===== config.mk =====
export PLATFORM = sky130hd
export DESIGN_NAME = mw_keypad_scanner_flat
export DESIGN_NICKNAME = d
export VERILOG_FILES = /design/src/rtl/mw_keypad_scanner_if.sv /design/src/rtl/mw_keypad_scanner.sv /design/src/flat_wrapper.sv
export SDC_FILE = /design/constraint.sdc
export NUM_CORES = 1
export LEC_CHECK = 0
export ABC_AREA = 1
export CORE_MARGIN = 2
export CORE_UTILIZATION = 40
export CTS_BUF_LIST = sky130_fd_sc_hd__clkbuf_2
export DETAILED_ROUTE_END_ITERATION = 7
export SKIP_CTS_REPAIR_TIMING = 1
export SLEW_MARGIN = 25
export SYNTH_ARGS = -nofsm -noshare
export SYNTH_HDL_FRONTEND = slang
export SYNTH_SLANG_ARGS = --single-unit

===== constraint.sdc =====
create_clock -name clk -period 2.9 [get_ports clk]
set_clock_uncertainty 0.2 [all_clocks]
set_input_delay 0.58 -clock clk [delete_from_list [all_inputs] [get_ports clk]]
set_output_delay 0.58 -clock clk [all_outputs]
set_load 0.03 [all_outputs]

===== src/rtl/mw_keypad_scanner_if.sv =====
// mw_keypad_scanner_if: keypad matrix lines and decoded command bundle
interface mw_keypad_scanner_if;
   logic [3:0] col_n;
   logic [3:0] row_n;
   logic [9:0] keypad;
   logic       startn;
   logic       stopn;
   logic       clear_keyn;
   logic [3:0] key_code;
   logic       key_held;
   modport master (
      input  col_n,
      output row_n, keypad, startn, stopn, clear_keyn, key_code, key_held
   );
   modport slave (
      output col_n,
      input  row_n, keypad, startn, stopn, clear_keyn, key_code, key_held
   );
endinterface


===== src/rtl/mw_keypad_scanner.sv =====
// mw_keypad_scanner: 4x4 keypad row scanner with press/release debounce and one-clock command pulses
module mw_keypad_scanner #(
   parameter int SCAN_DIV         = 16,
   parameter int DEBOUNCE_SAMPLES = 4
) (
   input logic                 clk,
   input logic                 clearn,
   mw_keypad_scanner_if.master kp_if
);
   localparam int DW = $clog2(SCAN_DIV);
   localparam int CW = $clog2(DEBOUNCE_SAMPLES + 1);
   typedef enum logic [1:0] {SCAN, DEBOUNCE, HELD, RELEASE} state_t;
   state_t        state_q;
   logic [3:0]    sync1_q, sync2_q, cand_q, key_code_q, code;
   logic [DW-1:0] div_q;
   logic [CW-1:0] deb_q;
   logic [1:0]    row_q, col;
   logic [9:0]    keypad_q, keypad_d;
   logic          startn_q, stopn_q, clear_keyn_q, key_held_q;
   logic          startn_d, stopn_d, clear_keyn_d;
   logic          sample, valid, deb_done, accept, release_done;
   // column decode of the synced sample and command decode of the key under the active row
   always_comb begin
      valid        = sync2_q inside {4'b1110, 4'b1101, 4'b1011, 4'b0111};
      col          = !sync2_q[0] ? 2'd0 : !sync2_q[1] ? 2'd1 : !sync2_q[2] ? 2'd2 : 2'd3;
      code         = {row_q, col};
      sample       = div_q == DW'(SCAN_DIV - 1);
      deb_done     = deb_q + CW'(1) == CW'(DEBOUNCE_SAMPLES);
      keypad_d     = (row_q != 2'd3 && col != 2'd3) ? 10'd1 << ({2'b0, row_q} * 4'd3 + {2'b0, col} + 4'd1)
                   : (code == 4'b1101) ? 10'd1 : 10'd0;
      startn_d     = code != 4'b0011;
      stopn_d      = code != 4'b0111;
      clear_keyn_d = code != 4'b1011;
      accept       = sample && valid && ((state_q == SCAN && DEBOUNCE_SAMPLES == 1) ||
                     (state_q == DEBOUNCE && code == cand_q && deb_done));
      release_done = sample && !valid && ((state_q == HELD && DEBOUNCE_SAMPLES == 1) ||
                     (state_q == RELEASE && deb_done));
   end
   // synchronizer, slot divider, scan/debounce FSM and registered command outputs
   always_ff @(posedge clk or negedge clearn) begin
      if (!clearn) begin
         state_q      <= SCAN;
         sync1_q      <= 4'hf;
         sync2_q      <= 4'hf;
         cand_q       <= '0;
         key_code_q   <= '0;
         div_q        <= '0;
         deb_q        <= '0;
         row_q        <= '0;
         keypad_q     <= '0;
         startn_q     <= 1'b1;
         stopn_q      <= 1'b1;
         clear_keyn_q <= 1'b1;
         key_held_q   <= 1'b0;
      end else begin
         sync1_q      <= kp_if.col_n;
         sync2_q      <= sync1_q;
         div_q        <= sample ? '0 : div_q + DW'(1);
         keypad_q     <= accept ? keypad_d : '0;
         startn_q     <= !accept || startn_d;
         stopn_q      <= !accept || stopn_d;
         clear_keyn_q <= !accept || clear_keyn_d;
         if (accept) begin
            key_code_q <= code;
            key_held_q <= 1'b1;
            state_q    <= HELD;
            deb_q      <= '0;
         end else if (release_done) begin
            key_held_q <= 1'b0;
            state_q    <= SCAN;
            row_q      <= row_q + 2'd1;
            deb_q      <= '0;
         end else if (sample) begin
            case (state_q)
               SCAN: begin
                  state_q <= valid ? DEBOUNCE : SCAN;
                  cand_q  <= code;
                  deb_q   <= valid ? CW'(1) : '0;
                  row_q   <= valid ? row_q : row_q + 2'd1;
               end
               DEBOUNCE: begin
                  state_q <= (valid && code == cand_q) ? DEBOUNCE : SCAN;
                  deb_q   <= (valid && code == cand_q) ? deb_q + CW'(1) : '0;
                  row_q   <= (valid && code == cand_q) ? row_q : row_q + 2'd1;
               end
               HELD: begin
                  state_q <= valid ? HELD : RELEASE;
                  deb_q   <= valid ? '0 : CW'(1);
               end
               default: begin
                  state_q <= valid ? HELD : RELEASE;
                  deb_q   <= valid ? '0 : deb_q + CW'(1);
               end
            endcase
         end
      end
   end
   assign kp_if.row_n      = ~(4'b0001 << row_q);
   assign kp_if.keypad     = keypad_q;
   assign kp_if.startn     = startn_q;
   assign kp_if.stopn      = stopn_q;
   assign kp_if.clear_keyn = clear_keyn_q;
   assign kp_if.key_code   = key_code_q;
   assign kp_if.key_held   = key_held_q;
endmodule


===== src/flat_wrapper.sv =====
// flat-port wrapper written by rule: the top's interface ports become plain ports
module mw_keypad_scanner_flat 
#(
   parameter int SCAN_DIV         = 16,
   parameter int DEBOUNCE_SAMPLES = 4
)
  (clk, clearn, kp_if_col_n, kp_if_row_n, kp_if_keypad, kp_if_startn, kp_if_stopn, kp_if_clear_keyn, kp_if_key_code, kp_if_key_held);
  mw_keypad_scanner_if kp_if_i ();
  input logic clk;
  input logic clearn;
  input wire logic [$bits(kp_if_i.col_n)-1:0] kp_if_col_n;
  output wire logic [$bits(kp_if_i.row_n)-1:0] kp_if_row_n;
  output wire logic [$bits(kp_if_i.keypad)-1:0] kp_if_keypad;
  output wire logic [$bits(kp_if_i.startn)-1:0] kp_if_startn;
  output wire logic [$bits(kp_if_i.stopn)-1:0] kp_if_stopn;
  output wire logic [$bits(kp_if_i.clear_keyn)-1:0] kp_if_clear_keyn;
  output wire logic [$bits(kp_if_i.key_code)-1:0] kp_if_key_code;
  output wire logic [$bits(kp_if_i.key_held)-1:0] kp_if_key_held;
  assign kp_if_i.col_n = kp_if_col_n;
  assign kp_if_row_n = kp_if_i.row_n;
  assign kp_if_keypad = kp_if_i.keypad;
  assign kp_if_startn = kp_if_i.startn;
  assign kp_if_stopn = kp_if_i.stopn;
  assign kp_if_clear_keyn = kp_if_i.clear_keyn;
  assign kp_if_key_code = kp_if_i.key_code;
  assign kp_if_key_held = kp_if_i.key_held;
  mw_keypad_scanner #(.SCAN_DIV(SCAN_DIV), .DEBOUNCE_SAMPLES(DEBOUNCE_SAMPLES)) u_core (.clk(clk), .clearn(clearn), .kp_if(kp_if_i));
endmodule

Yosys cells after proc, flatten, opt, wreduce, memory -nomap -nowiden
Index checks and enable logic that the tools add are counted.
Word-level totals
  flip-flop bits (word level): 41
  bits of input ports: 6
  output and inout port bits: 22
  logic and storage cells: 93
Cells by class
  $add $sub $neg: 5
  multiply operators: 1
  eq/ne operators: 18
  shift operators: 2
  mux-type cells: 29
  bitwise logic cells: 3
  reduce and logical (&&, ||, !) cells: 22
Operators by type and width (number)
  $eq 4x4->1 const B: 5
  $mux 10: 2
  $mux 2: 9
  $mux 3: 5
  $shl 1x4->10 const A: 1
  $logic_and 1x1->1: 9
  $mux 1: 9
  $pmux 3 s3: 1
  $add 4x1->4 const B: 2
  $pmux 2 s2: 2
  $reduce_bool 3->1: 2
  $reduce_and 5->1: 1
  $add 4x2->4: 1
  $eq 2x2->1 const B: 2
  $eq 4x3->1 const B: 1
  $eq 4x4->1: 1
  $mul 2x2->4 const B: 1
  $mux 4: 1
  $ne 2x2->1 const B: 2
  $ne 4x2->1 const B: 1
  $ne 4x3->1 const B: 1
  $ne 4x4->1 const B: 1
  $not 4->4: 1
  $reduce_and 4->1: 1
  13 further kinds: 18

Depth between registers and ports, before layout
  depth in word-level cells: 10
  depth in mapped cells: 12
  gate-level depth less buffers: 12

Least setup slack after synthesis
Ideal clock, no wire load.
  path type: register -> register
  from: register u_core.sync2_q[0]
  to: register u_core.keypad_q[4] (netlist: u_core.kp_if.keypad[4])
  setup time: 0.121 ns
  data arrival time: 2.092 ns
  required time: 2.579 ns
  slack: 0.487 ns
  cell stages (with the launch flop): 9
  path buffers: 0
  clock period less this slack: 2.413 ns
  path through: dfstp_2 > nand2_2 > inv_1 > fa_1 > inv_1 > fa_1 > xor2_1 > nand3b_4 > nor3_2
On the way
  cells in the longest elaborated chain, start to end: 6
  elaborated cells between the ends (all ways): 18
  those cells by class: add/sub (2); eq/ne (6); shift (1); mux (3); reduce/logical (6)
Ends and longest elaborated chain
  from (decl): line mw_keypad_scanner.sv:14  | logic [3:0] sync1_q, sync2_q, cand_q, key_code_q, code;
  from (signal assigned): line mw_keypad_scanner.sv:57  | sync2_q <= sync1_q;
  $mux 2 (*): line mw_keypad_scanner.sv:25  | col = !sync2_q[0] ? 2'd0 : !sync2_q[1] ? 2'd1 : !sync2_q[2] ? 2'd2 : 2'd3;
  named net u_core.col[1]: line mw_keypad_scanner.sv:17  | logic [1:0] row_q, col;
  $add 4x2->4 / $eq 4x4->1 (equally long branches): line mw_keypad_scanner.sv:29, mw_keypad_scanner.sv:35
  $add 4x1->4 / $logic_and 1x1->1 (equally long branches): line mw_keypad_scanner.sv:29, mw_keypad_scanner.sv:35
  $shl 1x4->10 / $logic_and 1x1->1 (equally long branches): line mw_keypad_scanner.sv:29, mw_keypad_scanner.sv:35
  $mux 10 / $logic_and 1x1->1 (equally long branches): line mw_keypad_scanner.sv:29, mw_keypad_scanner.sv:34
  $mux 10 (*): line mw_keypad_scanner.sv:59  | keypad_q <= accept ? keypad_d : '0;
  to (signal assigned): line mw_keypad_scanner.sv:59
  to (decl): line mw_keypad_scanner.sv:18  | logic [9:0] keypad_q, keypad_d;
The timed path passes the listed nets; every way through them passes the cells marked *.
A chain may end at the register's enable or synchronous reset.

Final worst setup path
  from: register u_core.row_q[0]
  to: output port kp_if_row_n[1]
On the way
  cells in the longest elaborated chain, start to end: 2
Ends and longest elaborated chain
  from (decl): line mw_keypad_scanner.sv:17
  from (signal assigned): line mw_keypad_scanner.sv:71  | row_q <= row_q + 2'd1;
  from (signal assigned): line mw_keypad_scanner.sv:79  | row_q <= valid ? row_q : row_q + 2'd1;
  from (signal assigned): line mw_keypad_scanner.sv:84  | row_q <= (valid && code == cand_q) ? row_q : row_q + 2'd1;
  $shl 1x2->4: line mw_keypad_scanner.sv:98  | assign kp_if.row_n = ~(4'b0001 << row_q);
  $not 4->4: line mw_keypad_scanner.sv:98
  to (decl): line flat_wrapper.sv:12  | output wire logic [$bits(kp_if_i.row_n)-1:0] kp_if_row_n;
No other way between the ends.

==> results.json <==
{
  "worst_slew_pin_slew_ps": 878,
  "nFillCells": 496,
  "num_antenna_cells": 0,
  "io_buffers": 27,
  "drive_gt1_share_pct": 18.3,
  "vias": 1383,
  "yosysWarnings": 0,
  "rr_endpoint": "u_core.kp_if.keypad[5]",
  "num_rows": 25,
  "swShare_pct": 35.8,
  "status": "complete, no violations",
  "post-dp-hpwl_um": 2620,
  "cts.sinks": 41,
  "mostFrequentLayoutCell": "nand2_1",
  "syn_area_per_cell_sq_um": 9.44,
  "finalHoldViolations": 0,
  "cp-start-kind": "register",
  "track_usage_pct": 14.8,
  "cts_buffers": 5,
  "antenna_found_initial": 0,
  "p_sw_uw": 448,
  "grt.overflow.total": 0,
  "critPathKind": "reg2out",
  "synth.yosys.seq_area_share_pct": 52.4,
  "synth.distinct_cells": 27,
  "cpPeakStageDelay_ps": 660,
  "clk_latency_ps": 390,
  "regToRegSetupSlack_ps": 340,
  "async_flop_share_pct": 100,
  "max-clock-path-buffers": 2,
  "ff_latch_area_sq_um": 1040,
  "grt_max_degree": 42,
  "seq_power_share_pct": 49.9,
  "area_growth_pct": 19.9,
  "grt_pass1_wl_um": 6130,
  "core_area_sq_um": 4750,
  "drc": 0,
  "wl_um": 3450,
  "final-setup-viol-count": 0,
  "nets": 263,
  "final_core_util_pct": 50.0,
  "crit_arrival_ps": 1970,
  "start_util_pct": 41.7,
  "max-cap-violations": 0,
  "clock.fmax_mhz": 364,
  "place.gp.congestion": 0.742,
  "critPathBufInv": 3,
  "crit_cells": 4,
  "finalCritPeriodShare_pct": 94.8,
  "worstPathRequired_ps": 2120,
  "p_int_uw": 802,
  "vias_per_cell": 4.42,
  "syn-cell-area_sq_um": 1980,
  "synthFlopType": "dfrtp_1",
  "grt_pass1_vias": 1371,
  "critPathCaptureType": "primary output",
  "drt-pass1-iter-count": 4,
  "critPathSlowestCell": "clkdlybuf4s50_1",
  "dieArea_sq_um": 5540,
  "r2r-start": "u_core.sync2_q[0]",
  "irDropWorstVdd_uv": 255,
  "fp.dieH_um": 74.4,
  "ys_seq_elements": 41,
  "p_clk_share_pct": 19.2,
  "post_drt_wl_per_cell_um": 11.0,
  "reg2reg_depth": 8,
  "hp-class": "in2async",
  "root_buffer": "clkbuf_2",
  "final_max_slew_viol_count": 0,
  "fin_setup_tns_ps": 0,
  "rsz0062_at_grt": "false",
  "ios": 28,
  "crit_fanout": 5,
  "synth_edf_count": 0,
  "final_cell_mix": "nand2_1 (50), inv_1 (32), dfrtp_1 (30)",
  "cts_max_level": 2,
  "die_w_um": 74.4,
  "first_iter_violations": 87,
  "maxSlewHeadroom_pct": 41.5,
  "cts.clk_slew.worst_paths_ps": 210,
  "cts_tree": "yes",
  "cp_cell_sequence": "buf_4 > ha_1 > inv_1 > clkdlybuf4s50_1",
  "p_per_area_nw_per_um2": 526,
  "period_minus_slack_ps": 2750,
  "crit_family": "buffers and inverters",
  "synth_cells": 210,
  "final_antenna_net_count": 0,
  "syn-num-nets": 228,
  "leakage_uw": 0.00120,
  "comb_power_share_pct": 30.9,
  "multi_input_area_sq_um": 803
}
## cells by family after synthesis
group                      count (synthesis)  synth area share [%]
AOI/OAI and AO/OA                         19                  5.61
buffers and inverters                     34                  7.07
and+or+nand+nor                          100                  24.8
DFF                                       41                  52.4
adders and majority gates                 12                  8.33
xor gates and xnor gates                   4                  1.77
## worst max path at each step
| stage | from | endpoint | slack [ps] |
|---|---|---|---|
| after floorplan | u_core.sync2_q[0] | u_core.kp_if.keypad[4] | 490 |
| after global placement | u_core.sync2_q[0] | u_core.kp_if.keypad[6] | 350 |
| after detailed placement | u_core.sync2_q[0] | u_core.kp_if.keypad[6] | 350 |
| after CTS | u_core.row_q[0] | kp_if_row_n[3] | 60 |
| after global routing | u_core.row_q[0] | kp_if_row_n[1] | 40 |
| final | u_core.row_q[0] | kp_if_row_n[1] | 150 |
## per-layer routing
metal / vias up / track usage, % / share of wire, %
li1: 724 / - / -
met1: 631 / 20.5 / 50
met2: 22 / 21.7 / 45
met3: 6 / 4.47 / 3.1
met4: 0 / 5.95 / 1.9
met5: - / 0 / 0
## power by group through the flow
stage               sequential, uW  combinational, uW  clock, uW
finish                         624                387        240
global route                   627                444        274
CTS                            624                395        256
detailed placement             634                392          0
global placement               634                389          0
floorplan                      633                274          0
## cells in the mapped netlist, types with 2 or more instances
| master | count | area (sq um) |
|---|---|---|
| nor2_2 | 2 | 12.5 |
| o21ai_1 | 3 | 15.0 |
| dfstp_2 | 11 | 289 |
| fa_1 | 2 | 40.0 |
| nand3_2 | 3 | 30.0 |
| o21ai_0 | 8 | 40.0 |
| inv_1 | 32 | 120 |
| nand3_1 | 13 | 65.1 |
| nand4_1 | 2 | 12.5 |
| nor2_1 | 17 | 63.8 |
| dfrtp_1 | 30 | 751 |
| nand2_2 | 6 | 37.5 |
| ha_1 | 10 | 125 |
| a21oi_1 | 3 | 15.0 |
| nand2_1 | 50 | 188 |
| xor2_1 | 3 | 26.3 |
| nand2_4 | 2 | 22.5 |
| o21ai_2 | 4 | 35.0 |
## stage by stage
step / power, uW / cells / hold slack (ps) / setup slack, ps / area [sq um]
3_5_place_dp: 1030 / 305 / 147 / 350 / 2340
6_report: 1250 / 313 / 63.3 / 150 / 2380
2_1_floorplan: 907 / 210 / 84.4 / 487 / 1980
4_1_cts: 1270 / 313 / 83.7 / 65.0 / 2380
3_3_place_gp: 1020 / 305 / 146 / 352 / 2340
5_1_grt: 1350 / 313 / 109 / 37.5 / 2380
## layout make-up
cell class | instances | area share [%]
sequential | 41 | 43.7
multi-input combinational | 135 | 33.8
timing repair buffer | 29 | 11.9
inverter | 33 | 5.42
tap | 67 | 3.52
clock buffer | 6 | 1.26
clock inverter | 2 | 0.421
## sequential cells by signal, summed over array words and instances, names as in the netlist
signal and count:
u_core.kp_if.keypad 10, u_core.cand_q 4, u_core.kp_if.startn 1, u_core.kp_if.clear_keyn 1, u_core.sync1_q 4, u_core.sync2_q 4, u_core.row_q 2, u_core.kp_if.key_code 4
u_core.kp_if.stopn 1, u_core.kp_if.key_held 1, u_core.deb_q 3, u_core.state_q 2, u_core.div_q 4
No activity file was read; power rests on OpenSTA's default activity.
